### config.mk
export PLATFORM = sky130hd
export DESIGN_NAME = picomips_sequencer_flat
export DESIGN_NICKNAME = d
export VERILOG_FILES = /design/src/rtl/picomips_sequencer_if.sv /design/src/rtl/picomips_sequencer.sv /design/src/flat_wrapper.sv
export SDC_FILE = /design/constraint.sdc
export NUM_CORES = 1
export LEC_CHECK = 0
export BUFFER_PORTS_ARGS = -buffer_cell sky130_fd_sc_hd__clkbuf_2
export CAP_MARGIN = 40
export CORE_MARGIN = 2
export CORE_UTILIZATION = 51
export DETAILED_ROUTE_END_ITERATION = 6
export PLACE_DENSITY = 0.78
export SLEW_MARGIN = 20
export SYNTH_ARGS = -nofsm -noshare
export SYNTH_HDL_FRONTEND = slang
export SYNTH_SLANG_ARGS = --single-unit
### constraint.sdc
create_clock -name clk -period 2.61 [get_ports clk]
set_clock_uncertainty 0.15 [all_clocks]
set_input_delay 0.783 -clock clk [delete_from_list [all_inputs] [get_ports clk]]
set_output_delay 0.783 -clock clk [all_outputs]
set_load 0.01 [all_outputs]
### src/rtl/picomips_sequencer_if.sv
// Control/ROM bus between the picoMIPS sequencer and its datapath and program ROM.
// The master side is the sequencer; the slave side is the ROM/datapath.
interface picomips_sequencer_if #(
  parameter int PC_WIDTH = 8
);
  logic [2:0]          opcode;
  logic [PC_WIDTH-1:0] jump_target;
  logic                mul_done;
  logic                in_valid;
  logic [PC_WIDTH-1:0] pc;
  logic [1:0]          ALUFunc;
  logic                imm;
  logic                write;
  logic                wb_sel;
  logic                mul_start;
  logic                in_ack;

  modport master (
    input  opcode, jump_target, mul_done, in_valid,
    output pc, ALUFunc, imm, write, wb_sel, mul_start, in_ack
  );

  modport slave (
    output opcode, jump_target, mul_done, in_valid,
    input  pc, ALUFunc, imm, write, wb_sel, mul_start, in_ack
  );
endinterface

### src/rtl/picomips_sequencer.sv
// Multi-cycle control FSM for picoMIPS: PC, instruction register and the
// multiply / external-input handshakes.
//
//   state | meaning
//   FETCH | latch opcode into ir
//   EXEC  | decode ir, single-cycle ops complete here
//   MULW  | multiplier running, wait for mul_done
//   INW   | wait for in_valid, consume input word
module picomips_sequencer #(
  parameter int PC_WIDTH = 8
) (
  input  logic                 clk,
  input  logic                 nReset,
  picomips_sequencer_if.master bus
);

  typedef enum logic [1:0] {FETCH, EXEC, MULW, INW} state_t;

  localparam logic [2:0] OP_NOP  = 3'b000;
  localparam logic [2:0] OP_ADD  = 3'b001;
  localparam logic [2:0] OP_ADDI = 3'b010;
  localparam logic [2:0] OP_SUB  = 3'b011;
  localparam logic [2:0] OP_MULI = 3'b100;
  localparam logic [2:0] OP_SUBI = 3'b101;
  localparam logic [2:0] OP_JMP  = 3'b110;
  localparam logic [2:0] OP_IN   = 3'b111;

  state_t              state, state_n;
  logic [2:0]          ir, ir_n;
  logic [PC_WIDTH-1:0] pc, pc_n;
  logic [PC_WIDTH-1:0] pc_inc;

  assign pc_inc = pc + PC_WIDTH'(1);
  assign bus.pc = pc;

  always_ff @(posedge clk) begin
    if (!nReset) begin
      state <= FETCH;
      ir    <= 3'b000;
      pc    <= '0;
    end else begin
      state <= state_n;
      ir    <= ir_n;
      pc    <= pc_n;
    end
  end

  always_comb begin
    state_n       = state;
    ir_n          = ir;
    pc_n          = pc;
    bus.ALUFunc   = 2'b00;
    bus.imm       = 1'b0;
    bus.write     = 1'b0;
    bus.wb_sel    = 1'b0;
    bus.mul_start = 1'b0;
    bus.in_ack    = 1'b0;

    case (state)
      FETCH: begin
        ir_n    = bus.opcode;
        state_n = EXEC;
      end

      EXEC: begin
        case (ir)
          OP_NOP: begin
            pc_n    = pc_inc;
            state_n = FETCH;
          end
          OP_ADD, OP_ADDI, OP_SUB, OP_SUBI: begin
            bus.ALUFunc = (ir == OP_ADD || ir == OP_ADDI) ? 2'b01 : 2'b10;
            bus.imm     = (ir == OP_ADDI || ir == OP_SUBI);
            bus.write   = 1'b1;
            pc_n        = pc_inc;
            state_n     = FETCH;
          end
          OP_MULI: begin
            bus.ALUFunc   = 2'b11;
            bus.imm       = 1'b1;
            bus.mul_start = 1'b1;
            state_n       = MULW;
          end
          OP_JMP: begin
            pc_n    = bus.jump_target;
            state_n = FETCH;
          end
          OP_IN: begin
            state_n = INW;
          end
          default: state_n = FETCH;
        endcase
      end

      // ALU controls stay on so the datapath keeps the product selected
      MULW: begin
        bus.ALUFunc = 2'b11;
        bus.imm     = 1'b1;
        if (bus.mul_done) begin
          bus.write = 1'b1;
          pc_n      = pc_inc;
          state_n   = FETCH;
        end
      end

      INW: begin
        bus.wb_sel = 1'b1;
        if (bus.in_valid) begin
          bus.write  = 1'b1;
          bus.in_ack = 1'b1;
          pc_n       = pc_inc;
          state_n    = FETCH;
        end
      end

      default: state_n = FETCH;
    endcase
  end

endmodule

### src/flat_wrapper.sv
// flat-port wrapper written by rule: the top's interface ports become plain ports
module picomips_sequencer_flat 
#(
  parameter int PC_WIDTH = 8
)
  (clk, nReset, bus_opcode, bus_jump_target, bus_mul_done, bus_in_valid, bus_pc, bus_ALUFunc, bus_imm, bus_write, bus_wb_sel, bus_mul_start, bus_in_ack);
  picomips_sequencer_if #(.PC_WIDTH(PC_WIDTH)) bus_i ();
  input  logic clk;
  input  logic nReset;
  input wire logic [$bits(bus_i.opcode)-1:0] bus_opcode;
  input wire logic [$bits(bus_i.jump_target)-1:0] bus_jump_target;
  input wire logic [$bits(bus_i.mul_done)-1:0] bus_mul_done;
  input wire logic [$bits(bus_i.in_valid)-1:0] bus_in_valid;
  output wire logic [$bits(bus_i.pc)-1:0] bus_pc;
  output wire logic [$bits(bus_i.ALUFunc)-1:0] bus_ALUFunc;
  output wire logic [$bits(bus_i.imm)-1:0] bus_imm;
  output wire logic [$bits(bus_i.write)-1:0] bus_write;
  output wire logic [$bits(bus_i.wb_sel)-1:0] bus_wb_sel;
  output wire logic [$bits(bus_i.mul_start)-1:0] bus_mul_start;
  output wire logic [$bits(bus_i.in_ack)-1:0] bus_in_ack;
  assign bus_i.opcode = bus_opcode;
  assign bus_i.jump_target = bus_jump_target;
  assign bus_i.mul_done = bus_mul_done;
  assign bus_i.in_valid = bus_in_valid;
  assign bus_pc = bus_i.pc;
  assign bus_ALUFunc = bus_i.ALUFunc;
  assign bus_imm = bus_i.imm;
  assign bus_write = bus_i.write;
  assign bus_wb_sel = bus_i.wb_sel;
  assign bus_mul_start = bus_i.mul_start;
  assign bus_in_ack = bus_i.in_ack;
  picomips_sequencer #(.PC_WIDTH(PC_WIDTH)) u_core (.clk(clk), .nReset(nReset), .bus(bus_i));
endmodule
==> impl_metrics.env, run 1 <==
export IMPL_status="finished clean"
export IMPL_ios=30
export IMPL_cp_start_kind="flip-flop"
export IMPL_core_area_mm2=0.001922
export IMPL_insertion_delay_ns=0.28
export IMPL_syn_instance_count=119
export IMPL_p_leak_nw=0.5255
export IMPL_globalRouteOverflowTotal=0
export IMPL_slew_headroom_pct=72.76
export IMPL_reg2reg_to="u_core.bus.pc[1]"
export IMPL_max_stage_delay_ns=0.46
export IMPL_cts_root_buf="clkbuf_4"
export IMPL_path_class="flip-flop to output port"
export IMPL_use_met3_pct=3.681
export IMPL_syn_to_final_growth_pct=18.34
export IMPL_finalCriticalPeriod_ns=2.529
export IMPL_gp_congestion=0.8563
export IMPL_synth_nets=140
export IMPL_synth_compound_area_share_pct=31.05
export IMPL_routed_wl_um=2420
export IMPL_maxSlewViolCount=0
export IMPL_worst_pin_slew_ns=0.4063
export IMPL_cts_buffers=3
export IMPL_postCtsHoldBufs=0
export IMPL_grt_use_met2_pct=36.07
export IMPL_irDropWorstVdd_uv=367.4
export IMPL_synth_top_area_share_pct=25.43
export IMPL_synth_top_family_by_area="compound AO/OA/AOI/OAI gates"
export IMPL_vias_per_cell=5.619
export IMPL_yosysMostFrequentCell="dfxtp_1"
export IMPL_cts_tree="done"
export IMPL_yosysSeqAreaShare_pct=25.43
export IMPL_row_count=16
export IMPL_dieArea_mm2=0.002381
export IMPL_cpMaxStageDelayCell="dfxtp_2"
export IMPL_place_worst_setup_slack_ns=0.2666
export IMPL_stdcell_area_mm2=0.001211
export IMPL_ys_top_cells_by_count="dfxtp_1, nand2_1, a21oi_1, nor2_1"
export IMPL_hpwl_um=1863
export IMPL_grt_busiest_layer="met2"
export IMPL_synth_ff_type="dfxtp_1"
export IMPL_setup_viol=0
export IMPL_drc=0
export IMPL_setup_ws_ns=0.08140
export IMPL_post_dp_cell_area_mm2=0.001180
export IMPL_nets=171
export IMPL_vias=989
export IMPL_track_usage_pct=22.77
export IMPL_cp_arrival_ns=1.60
export IMPL_postRouteAntennaNets=0
export IMPL_reg2reg_depth=6
export IMPL_htreeDepth=1
export IMPL_grt_pass1_wl_um=4257
export IMPL_powerDensity_mw_per_mm2=403.7
export IMPL_path_clk_slew_ns=0.09
export IMPL_drt_initial_drc_count=16
export IMPL_dr_pass1_iters=4
export IMPL_crit_path_start="u_core.ir[1]"
export IMPL_synth_edf_count=0
export IMPL_die_x_um=48.80
export IMPL_synth_xor_area_share_pct=2.689
export IMPL_synthArstFlopShare_pct=0
export IMPL_end_kind="output port"
export IMPL_cap_violations=0
export IMPL_die_h_um=48.80
export IMPL_synthSimpleGateAreaFrac_pct=22.98
export IMPL_hold_class="flip-flop to flip-flop"
export IMPL_critPathCapture="bus_ALUFunc[0]"
export IMPL_cp_data_required_time_ns=1.68
export IMPL_rr_startpoint="u_core.state[0]"
export IMPL_diodes=0
export IMPL_synthAdderAreaFrac_pct=7.335
export IMPL_path_max_fanout=9
export IMPL_final_util_pct=63.02
export IMPL_grt_max_degree=16
export IMPL_hold_viol=0
export IMPL_synthMuxAreaShare_pct=5.012
export IMPL_tns_ns=0
export IMPL_fmax_ghz=0.3955
export IMPL_grt_antenna_before_repair=0
export IMPL_grt_pass1_vias=947
export IMPL_numPortBuffers=29
export IMPL_initial_core_util_pct=53.26
export IMPL_p_total_mw=0.4889
export IMPL_rsz0062_at_grt="no"
export IMPL_synth_warnings=0
export IMPL_yosysUniqueCellTypes=43
export IMPL_avgSynthCellArea_um2=8.601
export IMPL_wl_per_cell_um=13.75
export IMPL_synthTopCellsByArea="dfxtp_1, ha_1, a21boi_0, mux2i_1, nand2_1"
export IMPL_r2r_slack_ns=0.34
export IMPL_synth_area_leader_cell="dfxtp_1"
export IMPL_clock_path_buffers=2
export IMPL_drive_gt1_share_pct=32.21
export IMPL_ys_seq_elements=13
export IMPL_postCtsSetupRepairBufs=0
export IMPL_syn_area_mm2=0.001023
export IMPL_clock_sinks=13
export IMPL_period_share_pct=96.88
export IMPL_gr_usage_met1_pct=31.45
export IMPL_worstPathCellList="xnor2_4 > or2b_1 > and3_1 > o21a_1 > clkbuf_2"
==> cells in the final DEF (no fill, tap or decap), types with 2 or more instances in the layout <==
cell	netlist	layout
a211oi_2	2	2
a21boi_0	6	6
a21o_1	2	2
a21oi_1	7	7
and3_1	3	3
buf_4	1	2
clkbuf_2	0	29
clkbuf_4	0	3
dfxtp_1	13	11
dfxtp_2	0	2
ha_1	6	5
inv_1	4	4
mux2i_1	4	4
nand2_1	10	10
nand3_1	6	6
nand4_1	2	2
nor2_1	7	7
nor2b_1	5	5
o211ai_1	2	2
o21a_1	4	4
o21ai_0	6	6
o22ai_1	3	3
==> how the worst min path moves through the flow <==
stage	from	end	slack (ns)	cells after the start
global route	u_core.bus.pc[6]	u_core.bus.pc[6]	0.39	2
CTS	u_core.bus.pc[7]	u_core.bus.pc[7]	0.35	2
global placement	u_core.bus.pc[7]	u_core.bus.pc[7]	0.32	2
detailed placement	u_core.bus.pc[7]	u_core.bus.pc[7]	0.34	2
finish	u_core.bus.pc[7]	u_core.bus.pc[7]	0.35	2
floorplan	u_core.bus.pc[7]	u_core.bus.pc[7]	0.35	2
==> metal layers <==
layer | vias up | share of wire (%)
met1 | 452 | 47
met2 | 29 | 46
met3 | 8 | 5.0
met5 | - | 0
li1 | 500 | -
met4 | 0 | 2.4
==> timing repair <==
| item | in CTS | in global routing |
|---|---|---|
| endpoints found under the setup margin | 1 | 2 |
| gates cloned | 0 | 0 |
| gates resized for setup | 1 | 2 |
==> cells by family (layout without fill, tap and decap cells) <==
| kind of cell | Yosys count | after routing |
|---|---|---|
| adder cells (fa/ha/maj) | 6 | 6 |
| buffers and inverters | 10 | 40 |
| AO/OA/AOI/OAI | 41 | 41 |
| multiplexers | 5 | 5 |
| AND/OR/NAND/NOR | 43 | 43 |
| flip-flops | 13 | 13 |
| XOR/XNOR | 1 | 1 |
==> state kept, by name, summed over array words and instances (netlist names) <==
name,count
u_core.ir,3
u_core.state,2
u_core.bus.pc,8
==> stage by stage <==
stage | std cells | hold slack (ns)
detailed placement | 172 | 0.3401
finish | 176 | 0.3484
CTS | 176 | 0.3508
global placement | 172 | 0.3205
floorplan | 119 | 0.3526
global route | 176 | 0.3945
==> final cells by class <==
class / instances / area [um2]
clock buffers: 4 / 26.28
inverters: 5 / 18.77
fillers: 189 / 710.7
flip-flops and latches: 13 / 262.8
multi-input cells: 96 / 709.4
repair buffers: 31 / 160.2
well taps: 27 / 33.78
==> critical path: cells and delay by family, from the launching register on <==
| kind | cells | cell delay (ns) |
|---|---|---|
| compound gates | 1 | 0.16 |
| simple gates | 2 | 0.42 |
| flops | 1 | 0.46 |
| xor+xnor | 1 | 0.16 |
| buf+inv | 1 | 0.12 |
==> report_power, final <==
group / total, mW / internal [mW] / switching, mW / leakage, nW
Sequential: 0.229 / 0.210 / 0.0193 / 0.107
Clock: 0.126 / 0.0594 / 0.0668 / 0.0150
Combinational: 0.133 / 0.0637 / 0.0697 / 0.404
(Power assumes the default switching activity.)
==> inputs of run 2 (changes only) <==
Settings changed: PLACE_DENSITY 0.78 to unset, PLACE_DENSITY_LB_ADDON set to 0.3.
==> impl_metrics.env, run 2 (synthesized netlist as in run 1, its figures left out) <==
export IMPL_whs_ns=0.3421
export IMPL_fillers=188
export IMPL_htreeDepth=1
export IMPL_die_h_um=48.80
export IMPL_core_area_mm2=0.001922
export IMPL_cts_root_buf="clkbuf_4"
export IMPL_track_usage_pct=20.55
export IMPL_globalRouteOverflowTotal=0
export IMPL_worstPathCellList="xnor2_4 > or2b_1 > and3_1 > o21a_1 > clkbuf_2"
export IMPL_seqPwrFrac_pct=47.2
export IMPL_clock_sinks=13
export IMPL_status="finished clean"
export IMPL_powerDensity_mw_per_mm2=400.5
export IMPL_cap_violations=0
export IMPL_top_regs="u_core.bus.pc: 8 flops, u_core.ir: 3 flops, u_core.state: 2 flops"
export IMPL_initial_core_util_pct=53.26
export IMPL_hpwl_um=1828
export IMPL_clock_path_buffers=2
export IMPL_drive_gt1_share_pct=31.54
export IMPL_grt_pass1_wl_um=3877
export IMPL_max_stage_delay_ns=0.44
export IMPL_rsz0062_at_grt="no"
export IMPL_dr_pass1_iters=4
export IMPL_multi_input_area_um2=706.9
export IMPL_p_comb_share_pct=27.4
export IMPL_place_worst_setup_slack_ns=0.2919
export IMPL_p_total_mw=0.4841
export IMPL_tns_ns=0
export IMPL_row_count=16
export IMPL_ios=30
export IMPL_p_sw_mw=0.1517
export IMPL_regMostFlops="u_core.bus.pc"
export IMPL_syn_to_final_growth_pct=18.09
export IMPL_insertion_delay_ns=0.27
export IMPL_cp_arrival_ns=1.56
export IMPL_cts_tree="done"
export IMPL_dieArea_mm2=0.002381
export IMPL_grt_pass1_vias=867
export IMPL_clkPwrFrac_pct=25.3
export IMPL_largest_reg_flops=8
export IMPL_vias_per_cell=5.563
export IMPL_grt_antenna_before_repair=0
export IMPL_cp_data_required_time_ns=1.68
export IMPL_diodes=0
export IMPL_swShare_pct=31.35
export IMPL_cp_start_kind="flip-flop"
export IMPL_postCtsHoldBufs=0
export IMPL_gp_congestion=0.8381
export IMPL_stdcell_area_mm2=0.001209
export IMPL_irDropWorstVdd_uv=375.1
export IMPL_maxSlewViolCount=0
export IMPL_fmax_ghz=0.4012
export IMPL_grt_max_degree=16
export IMPL_drc=0
export IMPL_path_max_fanout=9
export IMPL_routed_wl_um=2333
export IMPL_finalCriticalPeriod_ns=2.493
export IMPL_path_clk_slew_ns=0.08
export IMPL_p_leak_nw=0.5266
export IMPL_hold_class="flip-flop to flip-flop"
export IMPL_setup_ws_ns=0.1174
export IMPL_die_x_um=48.80
export IMPL_worst_path_buf_inv=1
export IMPL_mostFrequentLayoutCells="clkbuf_2, dfxtp_1, nand2_1, nor2_1, a21oi_1"
export IMPL_slew_headroom_pct=74.13
export IMPL_wl_per_cell_um=13.26
export IMPL_path_class="flip-flop to output port"
export IMPL_internal_power_mw=0.3324
export IMPL_cts_buffers=3
export IMPL_end_kind="output port"
export IMPL_vias=979
export IMPL_drt_initial_drc_count=25
export IMPL_post_dp_cell_area_mm2=0.001180
export IMPL_hold_viol=0
export IMPL_cpMaxStageDelayCell="dfxtp_2"
export IMPL_postRouteAntennaNets=0
export IMPL_final_common_cell="clkbuf_2"
export IMPL_cp_top_family="flip-flops"
export IMPL_worst_pin_slew_ns=0.3859
export IMPL_regArea_um2=262.8
export IMPL_setup_viol=0
export IMPL_numPortBuffers=29
export IMPL_period_share_pct=95.50
export IMPL_nets=171
## run 2: cell counts in the layout (fill, tap and decap cells not counted)
Identical to the previous run, type by type.
## run 2: worst paths after layout
kind	cells past startpoint	startpoint	slack, ns	to
hold / removal	2	u_core.bus.pc[7]	0.34	u_core.bus.pc[7]
setup reg to reg	6	u_core.state[0]	0.35	u_core.bus.pc[7]
hold reg to reg	2	u_core.bus.pc[7]	0.34	u_core.bus.pc[7]
setup / recovery	5	u_core.ir[1]	0.12	bus_ALUFunc[0]
## run 2: metrics by stage
stage / utilization [%] / instances
floorplan: - / 119
global placement: 61.39 / 172
detailed placement: 61.39 / 172
CTS: 62.83 / 176
global route: 62.89 / 176
finish: 62.89 / 176
## run 2: layout make-up
type                            instances  area share (%)
Inverter                                5           1.553
Timing Repair Buffer                   31           13.25
Tap cell                               27           2.795
Multi-Input combinational cell         96           58.49
Clock buffer                            4           2.174
Sequential cell                        13           21.74
## run 2: worst min-delay path, stage by stage, from the launching register on
cell and delay [ns]:
dfxtp_1 0.33, nand2_1 0.06, o22ai_1 0.06
## run 2: timing repair
action                                  in CTS  in global routing
hold endpoints to repair                     0                  0
endpoints found under the setup margin       1                  1
resized for setup                            1                  1
buffers inserted                             0                  0
## run 2: power by group through the flow
| stage | Clock [mW] | Combinational [mW] | Sequential (mW) |
|---|---|---|---|
| final | 0.123 | 0.133 | 0.229 |
| after global routing | 0.132 | 0.146 | 0.231 |
| after CTS | 0.127 | 0.133 | 0.228 |
| after detailed placement | 0 | 0.133 | 0.232 |
| after global placement | 0 | 0.129 | 0.231 |
| after floorplan | 0 | 0.102 | 0.226 |
## run 2: routing by layer
layer / track usage, % / vias up / part of all wire, %
li1: - / 503 / -
met1: 27.47 / 447 / 46
met2: 33.79 / 25 / 48
met3: 3.067 / 4 / 4.6
met4: 7.143 / 0 / 1.4
met5: 0 / - / 0
==> inputs of run 3 (changes only) <==
Settings changed: BUFFER_PORTS_ARGS -buffer_cell sky130_fd_sc_hd__clkbuf_2 to unset, CORE_UTILIZATION 51 to 55, DONT_BUFFER_PORTS set to 1, RECOVER_POWER set to 25.
==> impl_metrics.env, run 3 (synthesized netlist as in run 1, its figures left out) <==
export IMPL_grt_pass1_vias=829
export IMPL_whs_ns=0.3795
export IMPL_path_clk_slew_ns=0.08
export IMPL_p_total_mw=0.4720
export IMPL_place_worst_setup_slack_ns=0.3480
export IMPL_postCtsSetupRepairBufs=0
export IMPL_row_count=15
export IMPL_dr_pass1_iters=4
export IMPL_setup_viol=0
export IMPL_initial_core_util_pct=58.64
export IMPL_postRouteAntennaNets=0
export IMPL_drt_initial_drc_count=20
export IMPL_tns_ns=0
export IMPL_htreeDepth=1
export IMPL_routed_wl_um=2201
export IMPL_gp_congestion=0.8365
export IMPL_clock_sinks=13
export IMPL_use_met3_pct=5.385
export IMPL_worst_pin_slew_ns=0.4014
export IMPL_cp_arrival_ns=1.59
export IMPL_insertion_delay_ns=0.28
export IMPL_regMostFlops="u_core.bus.pc"
export IMPL_irDropWorstVdd_uv=357.3
export IMPL_path_class="flip-flop to output port"
export IMPL_grt_antenna_before_repair=0
export IMPL_period_share_pct=96.55
export IMPL_dieArea_mm2=0.002222
export IMPL_drive_gt1_share_pct=14.17
export IMPL_diodes=0
export IMPL_setup_ws_ns=0.09002
export IMPL_cp_data_required_time_ns=1.68
export IMPL_clock_path_buffers=2
export IMPL_hold_class="flip-flop to flip-flop"
export IMPL_die_h_um=47.14
export IMPL_syn_to_final_growth_pct=3.546
export IMPL_hold_viol=0
export IMPL_finalCriticalPeriod_ns=2.520
export IMPL_drc=0
export IMPL_cp_start_kind="flip-flop"
export IMPL_slew_headroom_pct=73.18
export IMPL_cts_resized_gates=0
export IMPL_grt_use_met2_pct=33.70
export IMPL_stdcell_area_mm2=0.001060
export IMPL_gr_usage_met1_pct=31.69
export IMPL_vias_per_cell=6.076
export IMPL_wl_per_cell_um=15.18
export IMPL_powerDensity_mw_per_mm2=445.4
export IMPL_final_common_cell="dfxtp_1"
export IMPL_cts_root_buf="clkbuf_4"
export IMPL_maxSlewViolCount=0
export IMPL_die_x_um=47.14
export IMPL_post_dp_cell_area_mm2=0.001032
export IMPL_status="finished clean"
export IMPL_top_regs="u_core.bus.pc: 8 flops, u_core.ir: 3 flops, u_core.state: 2 flops"
export IMPL_end_kind="output port"
export IMPL_path_max_fanout=6
export IMPL_hpwl_um=1684
export IMPL_fmax_ghz=0.3968
export IMPL_rsz0062_at_grt="no"
export IMPL_cts_buffers=3
export IMPL_grt_busiest_layer="met2"
export IMPL_numPortBuffers=0
export IMPL_grt_pass1_wl_um=3588
export IMPL_cts_tree="done"
export IMPL_vias=881
export IMPL_nets=142
export IMPL_ios=30
export IMPL_cap_violations=0
export IMPL_grt_max_degree=16
export IMPL_p_leak_nw=0.3990
export IMPL_mostFrequentLayoutCells="dfxtp_1, nand2_1, nor2_1, a21oi_1"
export IMPL_track_usage_pct=22.90
export IMPL_postCtsHoldBufs=0
export IMPL_core_area_mm2=0.001745
export IMPL_largest_reg_flops=8
export IMPL_globalRouteOverflowTotal=0
[run 3: changes by cell type in the layout (fill, tap and decap cells not counted)]
| cell | delta |
|---|---|
| clkbuf_2 | -29 |
| dfxtp_1 | +1 |
| dfxtp_2 | -1 |
[run 3: area by class of cell]
cell class | count | area [um2]
multi-input cells | 96 | 706.9
fillers | 167 | 685.7
flip-flops and latches | 13 | 261.5
well taps | 25 | 31.28
clock buffers | 4 | 26.28
inverters | 5 | 18.77
repair buffers | 2 | 15.01
[run 3: worst max-delay path, cell delays in order (launching register included)]
cell and delay, ns:
dfxtp_1 0.51, xnor2_4 0.18, or2b_1 0.24, and3_1 0.18, o21a_1 0.20
[run 3: layer usage]
metal | part of all wire (%) | up-vias | routed length, um
li1 | - | 437 | -
met1 | 46 | 414 | 1017
met2 | 46 | 27 | 1012
met3 | 6.6 | 3 | 146
met4 | 1.1 | 0 | 24
met5 | 0 | - | 0
[run 3: final timing paths]
check / start / to / slack, ns / depth (start not counted)
min: u_core.bus.pc[7] / u_core.bus.pc[7] / 0.38 / 2
max reg2reg: u_core.state[0] / u_core.bus.pc[7] / 0.43 / 6
max: u_core.ir[0] / bus_ALUFunc[0] / 0.09 / 4
min reg2reg: u_core.bus.pc[7] / u_core.bus.pc[7] / 0.38 / 2
[run 3: through the flow]
step	utilization, %	std cells
after floorplan	-	119
after global placement	59.14	141
after detailed placement	59.14	141
after CTS	60.65	145
after global routing	60.72	145
final	60.72	145
[run 3: where the power goes]
group          switching, mW  internal (mW)
Clock                 0.0707         0.0594
Sequential            0.0223          0.210
Combinational         0.0595         0.0504
